$ cat config.mk
export PLATFORM = sky130hd
export DESIGN_NAME = serial_adder32_ctrl
export DESIGN_NICKNAME = d
export VERILOG_FILES = /design/src/rtl/serial_adder32_ctrl.sv
export SDC_FILE = /design/constraint.sdc
export NUM_CORES = 1
export LEC_CHECK = 0
export CORE_MARGIN = 2
export CORE_UTILIZATION = 55
export CTS_CLUSTER_DIAMETER = 50
export DETAILED_ROUTE_END_ITERATION = 16
export DONT_BUFFER_PORTS = 1
export MAX_ROUTING_LAYER = met4
export PLACE_DENSITY = 0.7
export SYNTH_ARGS = -nofsm -noshare
export SYNTH_HDL_FRONTEND = slang
export SYNTH_SLANG_ARGS = --single-unit
$ cat constraint.sdc
create_clock -name CLK -period 7.32 [get_ports CLK]
set_input_delay 1.464 -clock CLK [delete_from_list [all_inputs] [get_ports CLK]]
set_output_delay 1.464 -clock CLK [all_outputs]
set_load 0.01 [all_outputs]
$ cat src/rtl/serial_adder32_ctrl.sv
// ---------------------------------------------------------------------------
// serial_adder32_ctrl
//   Multi-cycle WIDTH-bit add/subtract sequencer. It drives one shared external
//   SLICE-bit adder with one nibble per cycle, least significant first. The
//   carry is chained through a register between nibbles. The result and the
//   flags are returned over a valid/ready handshake.
//
// Ports
//   CLK, RST            clock, asynchronous active-high reset
//   InValid/InReady     request handshake; A, B, Sub are sampled on accept
//   Flush               synchronous abort of the current operation
//   SliceIn1/2, SliceCI drive to the external slice (0 when not in RUN)
//   SliceOut, SliceCO   combinational response of the external slice
//   OutValid/OutReady   result handshake
//   Out, CO, OV, Z      result, carry (for Sub: 1 = no borrow), overflow, zero
// ---------------------------------------------------------------------------
module serial_adder32_ctrl #(
    parameter int WIDTH = 32,
    parameter int SLICE = 4
) (
    input  logic             CLK,
    input  logic             RST,
    input  logic             InValid,
    output logic             InReady,
    input  logic [WIDTH-1:0] A,
    input  logic [WIDTH-1:0] B,
    input  logic             Sub,
    input  logic             Flush,
    output logic [SLICE-1:0] SliceIn1,
    output logic [SLICE-1:0] SliceIn2,
    output logic             SliceCI,
    input  logic [SLICE-1:0] SliceOut,
    input  logic             SliceCO,
    output logic             OutValid,
    input  logic             OutReady,
    output logic [WIDTH-1:0] Out,
    output logic             CO,
    output logic             OV,
    output logic             Z
);

    localparam int NSLICE = WIDTH / SLICE;
    localparam int IW     = (NSLICE > 1) ? $clog2(NSLICE) : 1;
    localparam logic [IW-1:0] LAST_IDX = IW'(NSLICE - 1);

    typedef enum logic [1:0] {IDLE, RUN, DONE} state_t;

    state_t           state, state_nx;
    logic [WIDTH-1:0] a_q, bx_q, out_q, assembled;
    logic [IW-1:0]    idx;
    logic             carry, co_q, ov_q, z_q;
    logic             accept, step, last, clr;

    assign last = (idx == LAST_IDX);

    // ------------------------------------------------------------------
    // State register
    // ------------------------------------------------------------------
    always_ff @(posedge CLK or posedge RST) begin
        if (RST) state <= IDLE;
        else     state <= state_nx;
    end

    // ------------------------------------------------------------------
    // Next state, handshake and slice drive
    // ------------------------------------------------------------------
    always_comb begin
        state_nx = state;
        InReady  = 1'b0;
        OutValid = 1'b0;
        accept   = 1'b0;
        step     = 1'b0;
        clr      = 1'b0;
        SliceIn1 = '0;
        SliceIn2 = '0;
        SliceCI  = 1'b0;
        case (state)
            IDLE: begin
                // The state is already IDLE while reset is held. Gating with
                // RST keeps the controller from advertising readiness then.
                InReady = ~RST;
                // Flush has priority over a request.
                if (InValid && !Flush) begin
                    accept   = 1'b1;
                    state_nx = RUN;
                end
            end
            RUN: begin
                SliceIn1 = a_q[idx*SLICE +: SLICE];
                SliceIn2 = bx_q[idx*SLICE +: SLICE];
                SliceCI  = carry;
                if (Flush) begin
                    clr      = 1'b1;
                    state_nx = IDLE;
                end else begin
                    step = 1'b1;
                    if (last) state_nx = DONE;
                end
            end
            DONE: begin
                OutValid = 1'b1;
                if (Flush) begin
                    clr      = 1'b1;
                    state_nx = IDLE;
                end else if (OutReady) begin
                    state_nx = IDLE;
                end
            end
            default: state_nx = IDLE;
        endcase
    end

    // This is the result as it will look after the current nibble is written.
    // The zero flag is computed from it on the final edge, so the last nibble
    // is included.
    always_comb begin
        assembled = out_q;
        assembled[idx*SLICE +: SLICE] = SliceOut;
    end

    // ------------------------------------------------------------------
    // Datapath
    // ------------------------------------------------------------------
    always_ff @(posedge CLK or posedge RST) begin
        if (RST) begin
            a_q   <= '0;
            bx_q  <= '0;
            out_q <= '0;
            idx   <= '0;
            carry <= 1'b0;
            co_q  <= 1'b0;
            ov_q  <= 1'b0;
            z_q   <= 1'b0;
        end else if (clr) begin
            out_q <= '0;
            idx   <= '0;
            carry <= 1'b0;
            co_q  <= 1'b0;
            ov_q  <= 1'b0;
            z_q   <= 1'b0;
        end else if (accept) begin
            // Subtraction is A + ~B + 1. The +1 enters as the initial carry.
            a_q   <= A;
            bx_q  <= Sub ? ~B : B;
            carry <= Sub;
            idx   <= '0;
        end else if (step) begin
            out_q <= assembled;
            carry <= SliceCO;
            idx   <= last ? '0 : idx + 1'b1;
            if (last) begin
                co_q <= SliceCO;
                ov_q <= (a_q[WIDTH-1] == bx_q[WIDTH-1]) &&
                        (SliceOut[SLICE-1] != a_q[WIDTH-1]);
                z_q  <= (assembled == '0);
            end
        end
    end

    assign Out = out_q;
    assign CO  = co_q;
    assign OV  = ov_q;
    assign Z   = z_q;

endmodule

Word-level counts from Yosys, hierarchy flattened
Index checks and enable logic that the tools add are counted.
- add/subtract/negate cells: 2
- eq/ne operators: 9
- shifts and indexed selects: 4
- muxes and demuxes: 41
- bitwise gates (word level): 3
- reductions and logical operators: 13
- operator list (kind ; number):
    two-way mux 32 bit ; 4
    variable part select 32 x 6 -> 4 bit ; 2
    negator 5 -> 34 bit ; 1
    variable shift 4 x 34 -> 32 bit, first input constant ; 1
    variable part select 4 x 34 -> 32 bit ; 1
    bitwise mux 32 bit ; 1
    zero test 32 bit ; 1
    inverter 32 bit ; 1
    two-way mux 1 bit ; 24
    two-way mux 3 bit ; 4
    two-way mux 2 bit ; 5
    two-way mux 4 bit ; 2
    inequality test 3 bit, second input constant ; 2
    one-hot mux 2 bit (3 select lines) ; 1
    AND reduction 3 bit ; 2
    AND reduction 2 bit ; 2
    nonzero test 2 bit ; 2
    adder 3 x 1 -> 3 bit, second input constant ; 1
    == test 3 bit, second input constant ; 1
    nonzero test 3 bit ; 1
    == test 2 x 1 -> 1 bit, second input constant ; 1
    == test 2 bit, second input constant ; 1
    logical AND 1 bit ; 2
    zero test 2 bit ; 1
    other kinds (7) ; 8
- flip-flop bits (word level): 105
- input bits: 75
- output and inout bits: 46
- logic and storage cells: 81

Depth between registers and ports, before layout
Gate-level depths: netlist of the first run.
- depth in word-level cells: 8
- mapped depth: 11
- mapped depth without buffers: 9

Least setup slack after synthesis of the first run
No wires, ideal clock.
- kind: register to output
- start: reg idx[0]
- end: out SliceIn1[0]
- data arrival time: 1.750 ns
- data required time: 5.856 ns
- path slack: 4.106 ns
- cell stages (with the launch flop): 6
- buffers on the path: 2
- cell sequence: dfrtp_1 -> buf_2 -> buf_1 -> mux4_2 -> nand2_1 -> a21boi_0
- cells in the longest elaborated chain, start to end: 2
- ends and longest elaborated chain (what ; RTL line ; text):
    from (decl) ; 50 ; logic [IW-1:0] idx;
    from (signal assigned) ; 150 ; idx <= last ? '0 : idx + 1'b1;
    variable part select 32 x 6 -> 4 bit ; 89 ; SliceIn1 = a_q[idx*SLICE +: SLICE];
    two-way mux 4 bit ; 77 ; case (state)
    to (decl) ; 29 ; output logic [SLICE-1:0] SliceIn1,
Every way passes these cells.

Worst setup path in the final report of the first run
- start: reg idx[1]
- end: reg z_q, in the netlist Z
- cells in the longest elaborated chain, start to end: 8
- elaborated cells on any way between the ends: 12
- classes of those cells: 1 x add/sub; 1 x eq/ne; 2 x shift; 5 x mux; 3 x reduce/logical
- ends and longest elaborated chain (what ; RTL line ; text):
    negator 5 -> 34 bit ; 118 ; assembled[idx*SLICE +: SLICE] = SliceOut;
    variable part select 4 x 34 -> 32 bit / variable shift 4 x 34 -> 32 bit (equally long branches) ; 118 ;
    bitwise mux 32 bit ; 118 ;
    zero test 32 bit ; 155 ; z_q <= (assembled == '0);
    two-way mux 1 bit ; 151 ; if (last) begin
    two-way mux 1 bit ; 147 ; end else if (step) begin
    two-way mux 1 bit ; 141 ; end else if (accept) begin
    two-way mux 1 bit ; 134 ; end else if (clr) begin
    to (signal assigned) ; 155 ;
    to (decl) ; 51 ; logic carry, co_q, ov_q, z_q;
Parallel ways exist; a longest one is shown, timed or not. The select of a mux whose other input is x is not followed.
A chain may end at the register's enable or synchronous reset.

==> results of run 1 <==
## stage by stage
stage               utilization, %  worst slack (ns)
global route                  58.9              2.96
detailed placement            57.0              3.31
CTS                           58.9              3.26
floorplan                        -              3.10
global placement              57.0              3.54
finish                        58.9              3.25
## cell type report
| cell class | count | area, um^2 | share of cell area (%) |
|---|---|---|---|
| Multi-Input combinational cell | 415 | 2660 | 46.5 |
| Sequential cell | 105 | 2630 | 46.0 |
| Clock buffer | 13 | 169 | 2.96 |
| Tap cell | 133 | 166 | 2.92 |
| Inverter | 9 | 36.3 | 0.636 |
| Timing Repair Buffer | 4 | 30.0 | 0.526 |
| Clock inverter | 3 | 22.5 | 0.395 |
## kinds of logic (layout without fill, tap and decap cells)
group	count (synthesis)	count (layout)	synth area share (%)
compound gates	116	116	14.4
xor+xnor	32	32	5.14
fa+ha+maj	11	11	2.52
buf+inv	43	29	3.19
flops	105	105	48.2
mux	24	24	8.10
simple gates	232	232	18.5
## worst max-delay path by stage
| stage | startpoint | to | cells past startpoint |
|---|---|---|---|
| after global placement | idx[1] | Z | 9 |
| after detailed placement | idx[0] | Z | 10 |
| after floorplan | RST | CO | 1 |
| final | idx[1] | Z | 9 |
| after CTS | idx[0] | Z | 10 |
| after global routing | idx[0] | Z | 10 |
## registers in the layout, summed over array words and instances, names as in the netlist
name / cells
bx_q: 32
OV: 1
idx: 3
Z: 1
carry: 1
CO: 1
a_q: 32
state: 2
Out: 32
## layer usage
metal	up-vias	routed length [um]	global-route usage [%]
met5	-	0	-
met4	0	177	7.53
met3	17	761	6.23
met2	135	5940	37.8
met1	1952	5720	35.2
li1	1911	-	-
## placed cells by master (no fill, tap or decap), drive strengths merged, types with 5 or more instances in the layout
master and n:
a22o 24, clkbuf 13, mux4 16, and2 5
a21oi 6, inv 9, xnor2 32, ha 11
mux2i 7, o21ai 53, a32o 7, a21boi 8
nor3 7, nand2 171, nor3b 6, nor2 20
dfrtp 105
## worst reg2reg max path: stages (launching register included)
cell	delay, ns
dfrtp_1	1.05
inv_1	0.20
ha_1	0.28
ha_1	0.49
or4b_1	0.48
a21oi_1	0.34
mux2_2	0.38
a2111oi_0	0.38
nand4_1	0.17
o31ai_1	0.22
## power groups by stage
stage | Sequential (W) | Clock, W | Combinational [W]
6_report | 0.000943 | 0.000352 | 0.000863
5_1_grt | 0.000972 | 0.000387 | 0.000975
4_1_cts | 0.000946 | 0.000358 | 0.000863
3_5_place_dp | 0.000957 | 0 | 0.000860
3_3_place_gp | 0.000951 | 0 | 0.000822
2_1_floorplan | 0.000878 | 0 | 0.000747
==> reports/qor.yml, run 1 <==
status: "finished clean"
fillCellCount: 863
r2r_slack_ns: 3.25
clk_pin_slew_ns: 0.09
yosysMostFrequentCell: "nand2_1"
synth_nets: 649
seq_power_share_pct: 43.7
diodes: 0
synth_ff_type: "dfrtp_1"
synth_area_leaders: "dfrtp_1, nand2_1, mux4_2"
cell_internal_pwr_w: 0.00132
cpMostUsedCell: "ha_1"
seq_area_frac_synth_pct: 48.2
cts_tree: "yes"
area_delta_synth_final_pct: 4.63
ys_async_sr_fraction_pct: 100
swShare_pct: 38.8
crit_chain: "inv_1, ha_1, ha_1, or4b_1, a21oi_1, mux2_2, a2111oi_0, nand4_1, o31ai_1"
grt_usage_pct: 25.5
drive_gt1_share_pct: 8.01
drtIter0Drc: 241
max_freq_ghz: 0.246
synth-seq-cells: 105
end_kind: "flip-flop"
synth-edff-count: 0
io_buffers: 0
ys_warn_count: 0
finClkSkew_ns: 0.00991
critPathKind: "reg -> reg"
crit_family: "flip-flops"
start_kind: "flip-flop"
slowest_delay_ns: 1.05
hpwlAfterDp_mm: 8.84
die_w_um: 104
place_congestion: 0.942
hold_buffers: 0
start_util_pct: 56.3
p_clk_share_pct: 16.3
maxSlewViolCount: 0
die_h_um: 104
drt-total-wl_mm: 12.6
numClockSinks: 105
clock_latency_ns: 0.37
hold_path.class: "reg -> reg"
worstPathRequired_ns: 7.60
worstHoldPathCells: 2
gr-total-overflow: 0
r2r_start: "idx[1]"
finalNetCount: 630
rsz0062_at_grt: "false"
placed_area_um2: 5520
leakagePower_nw: 2.53
ioPinCount: 121
avgRoutedWirePerCell_um: 18.5
cts_root_buf: "clkbuf_8"
clock_path_buffers: 2
cts_setup_buffers: 0
vias: 4015
stdcell_count: 682
ant_nets: 0
synth_area_um2: 5460
die_area_um2: 10700
power_w: 0.00216
fp-row-count: 36
yosysTopAreaCell: "dfrtp_1"
combPwrFrac_pct: 40.0
cts_buffers: 9
arrival_ns: 4.35
hold_viol: 0
vias_per_cell: 5.89
timing.hold.ws_ns: 0.479
final_cell_area_um2: 5710
p_sw_w: 0.000838
maxCapViolations: 0
holdCritStartpoint: "a_q[8]"
cp_max_fo: 24
syn_area_per_cell_um2: 9.69
path_buf_inv: 1
ff2ff_path_depth: 9
drtPass1Iterations: 5
synth.top_cells.by_count: "nand2_1, dfrtp_1, o21ai_0, xnor2_1"
htreeDepth: 3
crit_slowest_cell: "dfrtp_1"
rr_endpoint: "Z"
cts_resized: 0
antenna_found_initial: 0
setup_tns_ns: 0
synth_cells: 563
hold_end: "a_q[8]"
ir_drop_mv: 0.170
grt_pass1_vias: 3932
finalCritPeriodShare_pct: 55.6
max-slew-margin-rel_pct: 29.7
setup_violations: 0
p_per_area_nw_per_um2: 378
grt_max_degree: 68
placed_cells: 666
finalCriticalPeriod_ns: 4.07
grt_pass1_wl_mm: 21.1
synth_top_area_share_pct: 48.2
core_um2: 9680
drc_errors: 0
ys_types: 51
tightestPinTransition_ns: 1.06
Note: power is estimated with default switching activity, not from simulation.
==> inputs of run 2 (changes only) <==
==> constraint.sdc (replaced) <==
create_clock -name CLK -period 4.3 [get_ports CLK]
set_input_delay 0.86 -clock CLK [delete_from_list [all_inputs] [get_ports CLK]]
set_output_delay 0.86 -clock CLK [all_outputs]
set_load 0.01 [all_outputs]
==> run 2 against run 1 <==
  * Total power up 72%
  * Register-to-register slack worse by 2.4 ns
  * First-iteration DRC count up 31%
  * Clock power up 81%
  * Design area up 0.53%
  * Final cell count up 0.29%
  * Highest routed layer unchanged
  * Clock skew up 0.00065 ns
  * Combinational power up 80%
==> reports/qor.yml, run 2 (synthesis gave the netlist of run 1 again) <==
p_per_area_nw_per_um2: 648  # was 378 nW/um^2
start_kind: "flip-flop"  # unchanged
maxSlewViolCount: 0  # unchanged
final_common_cell: "nand2_1"  # unchanged
cts_buffers: 9  # unchanged
leakagePower_nw: 2.54  # was 2.53 nW
maxCapViolations: 0  # unchanged
drt-total-wl_mm: 12.5  # was 12.6 mm
htreeDepth: 3  # unchanged
fillCellCount: 851  # was 863
drc_errors: 0  # unchanged
antenna_found_initial: 0  # unchanged
grt_usage_pct: 25.0  # was 25.5%
hpwlAfterDp_mm: 8.65  # was 8.84 mm
met1_usage_pct: 34.7  # was 35.2%
io_buffers: 0  # unchanged
finClkSkew_ns: 0.0106  # was 0.00991 ns
die_area_um2: 10700  # unchanged
avgRoutedWirePerCell_um: 18.2  # was 18.5 um
finalCriticalPeriod_ns: 3.43  # was 4.07 ns
drtPass1Iterations: 5  # unchanged
grt_util_met3_pct: 5.60  # was 6.23%
most-common-layout-cells: "nand2_1, dfrtp_1, o21ai_0"  # unchanged
tightestPinTransition_ns: 1.07  # was 1.06 ns
max_freq_ghz: 0.292  # was 0.246 GHz
critPathKind: "reg -> reg"  # unchanged
grt_pass1_vias: 3965  # was 3932
diodes: 0  # unchanged
status: "finished clean"  # unchanged
ir_drop_mv: 0.296  # was 0.170 mV
vias: 4051  # was 4015
grtUsageMet2_pct: 37.3  # was 37.8%
rsz0062_at_grt: "false"  # unchanged
ant_nets: 0  # unchanged
preCtsSetupSlack_ns: 0.914  # was 3.31 ns
finalNetCount: 632  # was 630
worstPathRequired_ns: 4.57  # was 7.60 ns
hold_buffers: 0  # unchanged
place_congestion: 0.877  # was 0.942
core_um2: 9680  # unchanged
cp_max_fo: 14  # was 24
gr-total-overflow: 0  # unchanged
final.setup.worst_slack_ns: 0.874  # was 3.25 ns
drtIter0Drc: 315  # was 241
setup_violations: 0  # unchanged
die_h_um: 104  # unchanged
cts_setup_buffers: 0  # unchanged
vias_per_cell: 5.92  # was 5.89
hold_path.class: "reg -> reg"  # unchanged
clock_path_buffers: 2  # unchanged
drive_gt1_share_pct: 8.35  # was 8.01%
fp-row-count: 36  # unchanged
grt_most_used_layer: "met2"  # unchanged
arrival_ns: 3.70  # was 4.35 ns
finalCritPeriodShare_pct: 79.7  # was 55.6%
area_delta_synth_final_pct: 5.18  # was 4.63%
cts_root_buf: "clkbuf_8"  # unchanged
clk_pin_slew_ns: 0.10  # was 0.09 ns
setup_tns_ns: 0  # unchanged
start_util_pct: 56.3  # unchanged
grt_pass1_wl_mm: 20.8  # was 21.1 mm
cts_tree: "yes"  # unchanged
hold_viol: 0  # unchanged
ioPinCount: 121  # unchanged
end_kind: "flip-flop"  # unchanged
cts_resized: 0  # unchanged
max-slew-margin-rel_pct: 28.9  # was 29.7%
grt_max_degree: 83  # was 68
numClockSinks: 105  # unchanged
clock_latency_ns: 0.37  # about the same
die_w_um: 104  # unchanged
==> run 2: layout make-up <==
cell class	instances	area (um^2)	share of cell area [%]
clock inverter	4	51.3	0.894
clock buffer	12	155	2.70
inverter	9	36.3	0.632
sequential	105	2630	45.8
multi-input combinational	415	2660	46.3
timing repair buffer	6	45.0	0.785
tap	133	166	2.90
==> run 2: path summary, 6_finish.rpt <==
path / slack [ns] / to / start / cells after the start
max: 0.87 / Z / idx[2] / 9
max reg2reg: 0.87 / Z / idx[2] / 9
min: 0.48 / a_q[27] / a_q[27] / 2
min reg2reg: 0.48 / a_q[27] / a_q[27] / 2
max in group asynchronous: 2.82 / bx_q[24] / RST / 2
min in group asynchronous: 0.58 / bx_q[25] / RST / 1
==> run 2: power breakdown <==
group	switching (W)	internal, W
combinational	0.000885	0.000664
sequential	0.000205	0.00133
clock	0.000334	0.000302
total	0.00142	0.00229
==> run 2: critical path, stage by stage, from the launching register on <==
cell       delay [ns]
dfrtp_1          0.69
clkinv_1         0.20
buf_4            0.22
ha_1             0.30
or4b_1           0.49
a21oi_1          0.33
mux2_2           0.38
a2111oi_0        0.37
nand4_1          0.15
o31ai_1          0.21
==> run 2: layer usage <==
metal | vias up | wire length, um
met2 | 134 | 5870
li1 | 1904 | -
met1 | 1994 | 5570
met4 | 0 | 195
met3 | 19 | 829
met5 | - | 0
==> run 2: per-stage QoR <==
stage	hold slack, ns	utilization [%]	std cells	instance area [um^2]	total power, W
floorplan	0.440	-	563	5460	0.00277
global placement	0.453	57.1	668	5530	0.00304
detailed placement	0.460	57.1	668	5530	0.00310
CTS	0.484	59.3	684	5740	0.00373
global route	0.506	59.3	684	5740	0.00402
finish	0.482	59.3	684	5740	0.00372
